==> src/rtl/serial_compare_if.sv <==
// Handshake and operand bundle for the bit-serial magnitude comparator.
// The bench drives the master side; the comparator is the slave.
interface serial_compare_if #(
    parameter int WIDTH = 8
);
    logic             start;
    logic             sgn;
    logic [WIDTH-1:0] p;
    logic [WIDTH-1:0] q;
    logic             ready;
    logic             done;
    logic             gt;
    logic             lt;
    logic             eq;

    modport master (
        output start, sgn, p, q,
        input  ready, done, gt, lt, eq
    );

    modport slave (
        input  start, sgn, p, q,
        output ready, done, gt, lt, eq
    );
endinterface

==> src/rtl/serial_compare.sv <==
// Bit-serial comparator: scans P and Q MSB first, stops at the first differing
// bit, and reports gt/lt/eq with a registered one-cycle done pulse.
module serial_compare #(
    parameter int WIDTH = 8
) (
    input  logic             clk,
    input  logic             rst_n,
    serial_compare_if.slave  cmp
);

    localparam int            CW      = $clog2(WIDTH);
    localparam logic [CW-1:0] CNT_MAX = CW'(WIDTH - 1);

    typedef enum logic [1:0] {
        IDLE = 2'd0,
        SCAN = 2'd1,
        FIN  = 2'd2
    } state_t;

    state_t           state_q, state_d;
    logic [CW-1:0]    cnt_q, cnt_d;
    logic [WIDTH-1:0] p_q, p_d;
    logic [WIDTH-1:0] q_q, q_d;
    logic             sgn_q, sgn_d;
    logic             gt_q, gt_d;
    logic             lt_q, lt_d;
    logic             eq_q, eq_d;
    logic             done_q, done_d;

    logic p_msb;
    logic q_msb;
    logic sign_pos;

    assign p_msb    = p_q[WIDTH-1];
    assign q_msb    = q_q[WIDTH-1];
    // In signed mode the first bit scanned carries negative weight, inverting the rule.
    assign sign_pos = sgn_q && (cnt_q == CNT_MAX);

    always_comb begin
        state_d = state_q;
        cnt_d   = cnt_q;
        p_d     = p_q;
        q_d     = q_q;
        sgn_d   = sgn_q;
        gt_d    = gt_q;
        lt_d    = lt_q;
        eq_d    = eq_q;
        done_d  = 1'b0;

        case (state_q)
            IDLE: begin
                if (cmp.start) begin
                    p_d     = cmp.p;
                    q_d     = cmp.q;
                    sgn_d   = cmp.sgn;
                    cnt_d   = CNT_MAX;
                    gt_d    = 1'b0;
                    lt_d    = 1'b0;
                    eq_d    = 1'b0;
                    state_d = SCAN;
                end
            end
            SCAN: begin
                p_d = {p_q[WIDTH-2:0], 1'b0};
                q_d = {q_q[WIDTH-2:0], 1'b0};
                if (p_msb != q_msb) begin
                    if (p_msb ^ sign_pos) begin
                        gt_d = 1'b1;
                    end else begin
                        lt_d = 1'b1;
                    end
                    state_d = FIN;
                end else if (cnt_q == '0) begin
                    eq_d    = 1'b1;
                    state_d = FIN;
                end else begin
                    cnt_d = cnt_q - CW'(1);
                end
            end
            FIN: begin
                // done is registered, so the pulse lands in the cycle after FIN.
                done_d  = 1'b1;
                state_d = IDLE;
            end
            default: begin
                state_d = IDLE;
            end
        endcase
    end

    always_ff @(posedge clk or negedge rst_n) begin
        if (!rst_n) begin
            state_q <= IDLE;
            cnt_q   <= '0;
            p_q     <= '0;
            q_q     <= '0;
            sgn_q   <= 1'b0;
            gt_q    <= 1'b0;
            lt_q    <= 1'b0;
            eq_q    <= 1'b0;
            done_q  <= 1'b0;
        end else begin
            state_q <= state_d;
            cnt_q   <= cnt_d;
            p_q     <= p_d;
            q_q     <= q_d;
            sgn_q   <= sgn_d;
            gt_q    <= gt_d;
            lt_q    <= lt_d;
            eq_q    <= eq_d;
            done_q  <= done_d;
        end
    end

    assign cmp.ready = (state_q == IDLE);
    assign cmp.done  = done_q;
    assign cmp.gt    = gt_q;
    assign cmp.lt    = lt_q;
    assign cmp.eq    = eq_q;

endmodule

==> src/flat_wrapper.sv <==
// flat-port wrapper written by rule: the top's interface ports become plain ports
module serial_compare_flat 
#(
    parameter int WIDTH = 8
)
  (clk, rst_n, cmp_start, cmp_sgn, cmp_p, cmp_q, cmp_ready, cmp_done, cmp_gt, cmp_lt, cmp_eq);
  serial_compare_if #(.WIDTH(WIDTH)) cmp_i ();
  input  logic clk;
  input  logic rst_n;
  input wire logic [$bits(cmp_i.start)-1:0] cmp_start;
  input wire logic [$bits(cmp_i.sgn)-1:0] cmp_sgn;
  input wire logic [$bits(cmp_i.p)-1:0] cmp_p;
  input wire logic [$bits(cmp_i.q)-1:0] cmp_q;
  output wire logic [$bits(cmp_i.ready)-1:0] cmp_ready;
  output wire logic [$bits(cmp_i.done)-1:0] cmp_done;
  output wire logic [$bits(cmp_i.gt)-1:0] cmp_gt;
  output wire logic [$bits(cmp_i.lt)-1:0] cmp_lt;
  output wire logic [$bits(cmp_i.eq)-1:0] cmp_eq;
  assign cmp_i.start = cmp_start;
  assign cmp_i.sgn = cmp_sgn;
  assign cmp_i.p = cmp_p;
  assign cmp_i.q = cmp_q;
  assign cmp_ready = cmp_i.ready;
  assign cmp_done = cmp_i.done;
  assign cmp_gt = cmp_i.gt;
  assign cmp_lt = cmp_i.lt;
  assign cmp_eq = cmp_i.eq;
  serial_compare #(.WIDTH(WIDTH)) u_core (.clk(clk), .rst_n(rst_n), .cmp(cmp_i));
endmodule
==> config.mk <==
export PLATFORM = sky130hd
export DESIGN_NAME = serial_compare_flat
export DESIGN_NICKNAME = d
export VERILOG_FILES = /design/src/rtl/serial_compare_if.sv /design/src/rtl/serial_compare.sv /design/src/flat_wrapper.sv
export SDC_FILE = /design/constraint.sdc
export NUM_CORES = 1
export LEC_CHECK = 0
export ABC_AREA = 1
export BUFFER_PORTS_ARGS = -buffer_cell sky130_fd_sc_hd__buf_2
export CAP_MARGIN = 40
export CELL_PAD_IN_SITES_DETAIL_PLACEMENT = 2
export CELL_PAD_IN_SITES_GLOBAL_PLACEMENT = 2
export CORE_MARGIN = 2
export CORE_UTILIZATION = 35
export CTS_CLUSTER_SIZE = 14
export DETAILED_ROUTE_END_ITERATION = 12
export GPL_ROUTABILITY_DRIVEN = 0
export HOLD_SLACK_MARGIN = 0.05
export PLACE_DENSITY = 0.79
export REMOVE_ABC_BUFFERS = 1
export SETUP_SLACK_MARGIN = 0.15
export SLEW_MARGIN = 20
export SYNTH_ARGS = -nofsm -noshare
export SYNTH_HDL_FRONTEND = slang
export SYNTH_SLANG_ARGS = --single-unit
==> constraint.sdc <==
create_clock -name clk -period 3.2 [get_ports clk]
set_input_delay 0 -clock clk [delete_from_list [all_inputs] [get_ports clk]]
set_output_delay 0 -clock clk [all_outputs]
set_load 0.02 [all_outputs]
==> flow_summary.yaml <==
outcome:
  status: "complete, no violations"
synth:
  synth_top_area_share_pct: 50.34
  synth_cells: 135
  avgSynthCellArea_um2: 9.574
  syn_area_um2: 1292
  ys_types: 25
  ys_seq_elements: 26
  synth.area.top_cells: "dfrtp_1 (50%), nand2_1 (13%), a22oi_2 (7.7%), buf_12 (3.1%), ha_1 (2.9%)"
  synth_top_cell_by_area: "dfrtp_1"
  synth-seq-area-share_pct: 50.34
  yosys_warnings: 0
critical_path:
  slowest_delay_ns: 0.53
  path_cells: "o21ai_2, inv_1, o21ai_0"
  r2r_cells: 3
  cp_max_fo: 14
  regToRegStartpoint: "u_core.state_q[0]"
  crit_path_end_kind: "flop"
  reg2reg_to: "u_core.p_q[7]"
  crit_start: "u_core.state_q[0]"
  start_kind: "flop"
  crit_slowest_cell: "o21ai_2"
  reg2reg_slack_ns: 1.71
  arrival_ns: 1.67
  critPathKind: "reg2reg"
  required_ns: 3.38
grt:
  use_met1_pct: 24.31
  grt_pass1_vias: 1313
  grt.overflow.total: 0
  grt.total_usage_pct: 20.27
  met3_usage_pct: 2.604
  grt_max_degree: 27
  antenna_found_initial: 0
  grt_pass1_wl_um: 6437
  use_met2_pct: 38.40
  grt.busiest_layer: "met2"
clock_network:
  clk_latency_ns: 0.27
  clkTransAtPathRegs_ns: 0.09
  ctsHtreeMaxLevel: 1
  cts_sinks: 26
  clock_path_buffers: 2
  postCtsSetupRepairBufs: 0
  numCtsBuffers: 3
  cts_tree: "done"
  root_buffer: "clkbuf_8"
flow_run:
  cap_violations: 0
timing:
  slew-limit-headroom_pct: 59.83
  setup_viol: 0
  fin_ws_ns: 1.706
  finalMaxSlewViolations: 0
  max_freq_mhz: 669.3
  rsz0062_at_grt: "false"
  worst_pin_slew_ns: 0.6024
  fin_crit_sh_pct: 46.69
  fin_tns_setup_ns: 0
  holdWs_ns: 0.09695
  hold_viol: 0
  min_period_ns: 1.494
  finClkSkew_ns: 0.003145
pwr:
  p_int_mw: 0.7891
  sequentialPowerShare_pct: 41.1
  switching_share_pct: 45.39
  ir_drop_mv: 0.4227
  p_clk_share_pct: 13.0
  p_leak_nw: 0.8178
  finalPower_mw: 1.445
  pwr_density_cell_nw_per_um2: 884.4
  p_sw_mw: 0.6560
  power_frac_comb_pct: 45.8
final_layout:
  layout_common_cells: "nand2_1 (44), dfrtp_1 (26), buf_2 (24), dlygate4sd3_1 (18), inv_1 (10)"
  layout.cells.most_common: "nand2_1"
  diodes: 0
  area_delta_synth_final_pct: 26.43
  finalNetCount: 201
  fin_cells: 224
  fill_cells: 393
  final_layout_size_suffix_gt1_share_pct: 27.27
detailed_routing:
  num_vias: 1103
  finalWirelength_um: 3813
  routed_via_density: 4.924
  initialDrtViolationCount: 55
  drc: 0
  wire_per_inst_um: 17.02
  drtPass1Iterations: 4
  drtAntennaViolNets: 0
worst_hold_path:
  min-delay-start: "cmp_start"
  hold_end: "u_core.sgn_q"
  hold_class: "in2reg"
  hold_depth: 4
die:
  die_x_um: 64.77
  die-height_um: 64.77
  pin_count: 25
  core_um2: 3606
  rows: 22
  dieArea_um2: 4195
  start_util_pct: 35.84
placed_design:
  io_buffers: 24
  hpwl_um: 2310
  dpl.cell_count: 203
  pre_cts_ws_ns: 1.760
worst max-delay path by stage:
| stage | end | slack, ns |
|---|---|---|
| floorplan | u_core.p_q[7] | 1.99 |
| global placement | u_core.q_q[0] | 1.84 |
| detailed placement | u_core.p_q[7] | 1.76 |
| CTS | u_core.p_q[7] | 1.74 |
| global route | u_core.p_q[7] | 1.50 |
| finish | u_core.p_q[7] | 1.71 |
cell type report:
type                            instances  area, um2  share of cell area [%]
Clock buffer                            3      41.29                   2.527
Inverter                               14      60.06                   3.675
Multi-Input combinational cell         91      521.8                   31.93
Sequential cell                        26      650.6                   39.82
Tap cell                               48      60.06                   3.675
Timing Repair Buffer                   42      300.3                   18.38
synth_stat cells:
| master | number |
|---|---|
| a21oi_1 | 1 |
| a21oi_2 | 1 |
| a22oi_1 | 4 |
| a22oi_2 | 8 |
| buf_12 | 2 |
| buf_2 | 1 |
| buf_8 | 1 |
| dfrtp_1 | 26 |
| ha_1 | 3 |
| inv_1 | 10 |
| inv_2 | 2 |
| inv_4 | 1 |
| inv_6 | 1 |
| nand2_1 | 44 |
| nand2_2 | 3 |
| nand2_4 | 2 |
| nand3_1 | 7 |
| nand4_1 | 2 |
| nor2_1 | 4 |
| nor2_2 | 1 |
| o211ai_1 | 2 |
| o21ai_0 | 6 |
| o21ai_1 | 1 |
| o21ai_2 | 1 |
| or2_2 | 1 |
metrics by stage:
| stage | cell area, um2 | utilization [%] |
|---|---|---|
| final | 1634 | 45.32 |
| after global routing | 1634 | 45.32 |
| after global placement | 1413 | 39.17 |
| after detailed placement | 1413 | 39.17 |
| after CTS | 1634 | 45.32 |
| after floorplan | 1232 | - |
critical path, delay by kind of cell, from the launching register on:
| family | cells | cell delay [ns] |
|---|---|---|
| AOI/OAI and AO/OA | 2 | 0.76 |
| buffers and inverters | 1 | 0.18 |
| DFF | 1 | 0.46 |
power groups by stage:
stage | clock, mW | combinational [mW] | sequential (mW)
finish | 0.188 | 0.662 | 0.595
global route | 0.214 | 0.752 | 0.614
CTS | 0.193 | 0.654 | 0.589
detailed placement | 0 | 0.632 | 0.594
global placement | 0 | 0.592 | 0.579
floorplan | 0 | 0.435 | 0.586
sequential cells by signal (all words and copies together) (netlist names):
name / count
u_core.cnt_q: 3
u_core.cmp.gt: 1
u_core.cmp.done: 1
u_core.sgn_q: 1
u_core.cmp.lt: 1
u_core.q_q: 8
u_core.p_q: 8
u_core.cmp.eq: 1
u_core.state_q: 2
timing repair:
item / in CTS / in global routing
gates resized for setup: 0 / 0
hold endpoints to repair: 43 / 0
hold buffers: 18 / 0
metal layers:
layer	up-vias	share of wire, %
met4	0	0.71
li1	522	-
met1	560	42
met2	17	56
met3	4	2.0
met5	-	0
cell families (layout without fill, tap and decap cells):
logic type | after synthesis | count (layout) | synth area share, %
AOI/OAI and AO/OA | 24 | 24 | 15.68
adders and majority gates | 3 | 3 | 2.904
buffers and inverters | 18 | 59 | 9.294
DFF | 26 | 26 | 50.34
and+or+nand+nor | 64 | 64 | 21.78
No activity file was read; power rests on OpenSTA's default activity.
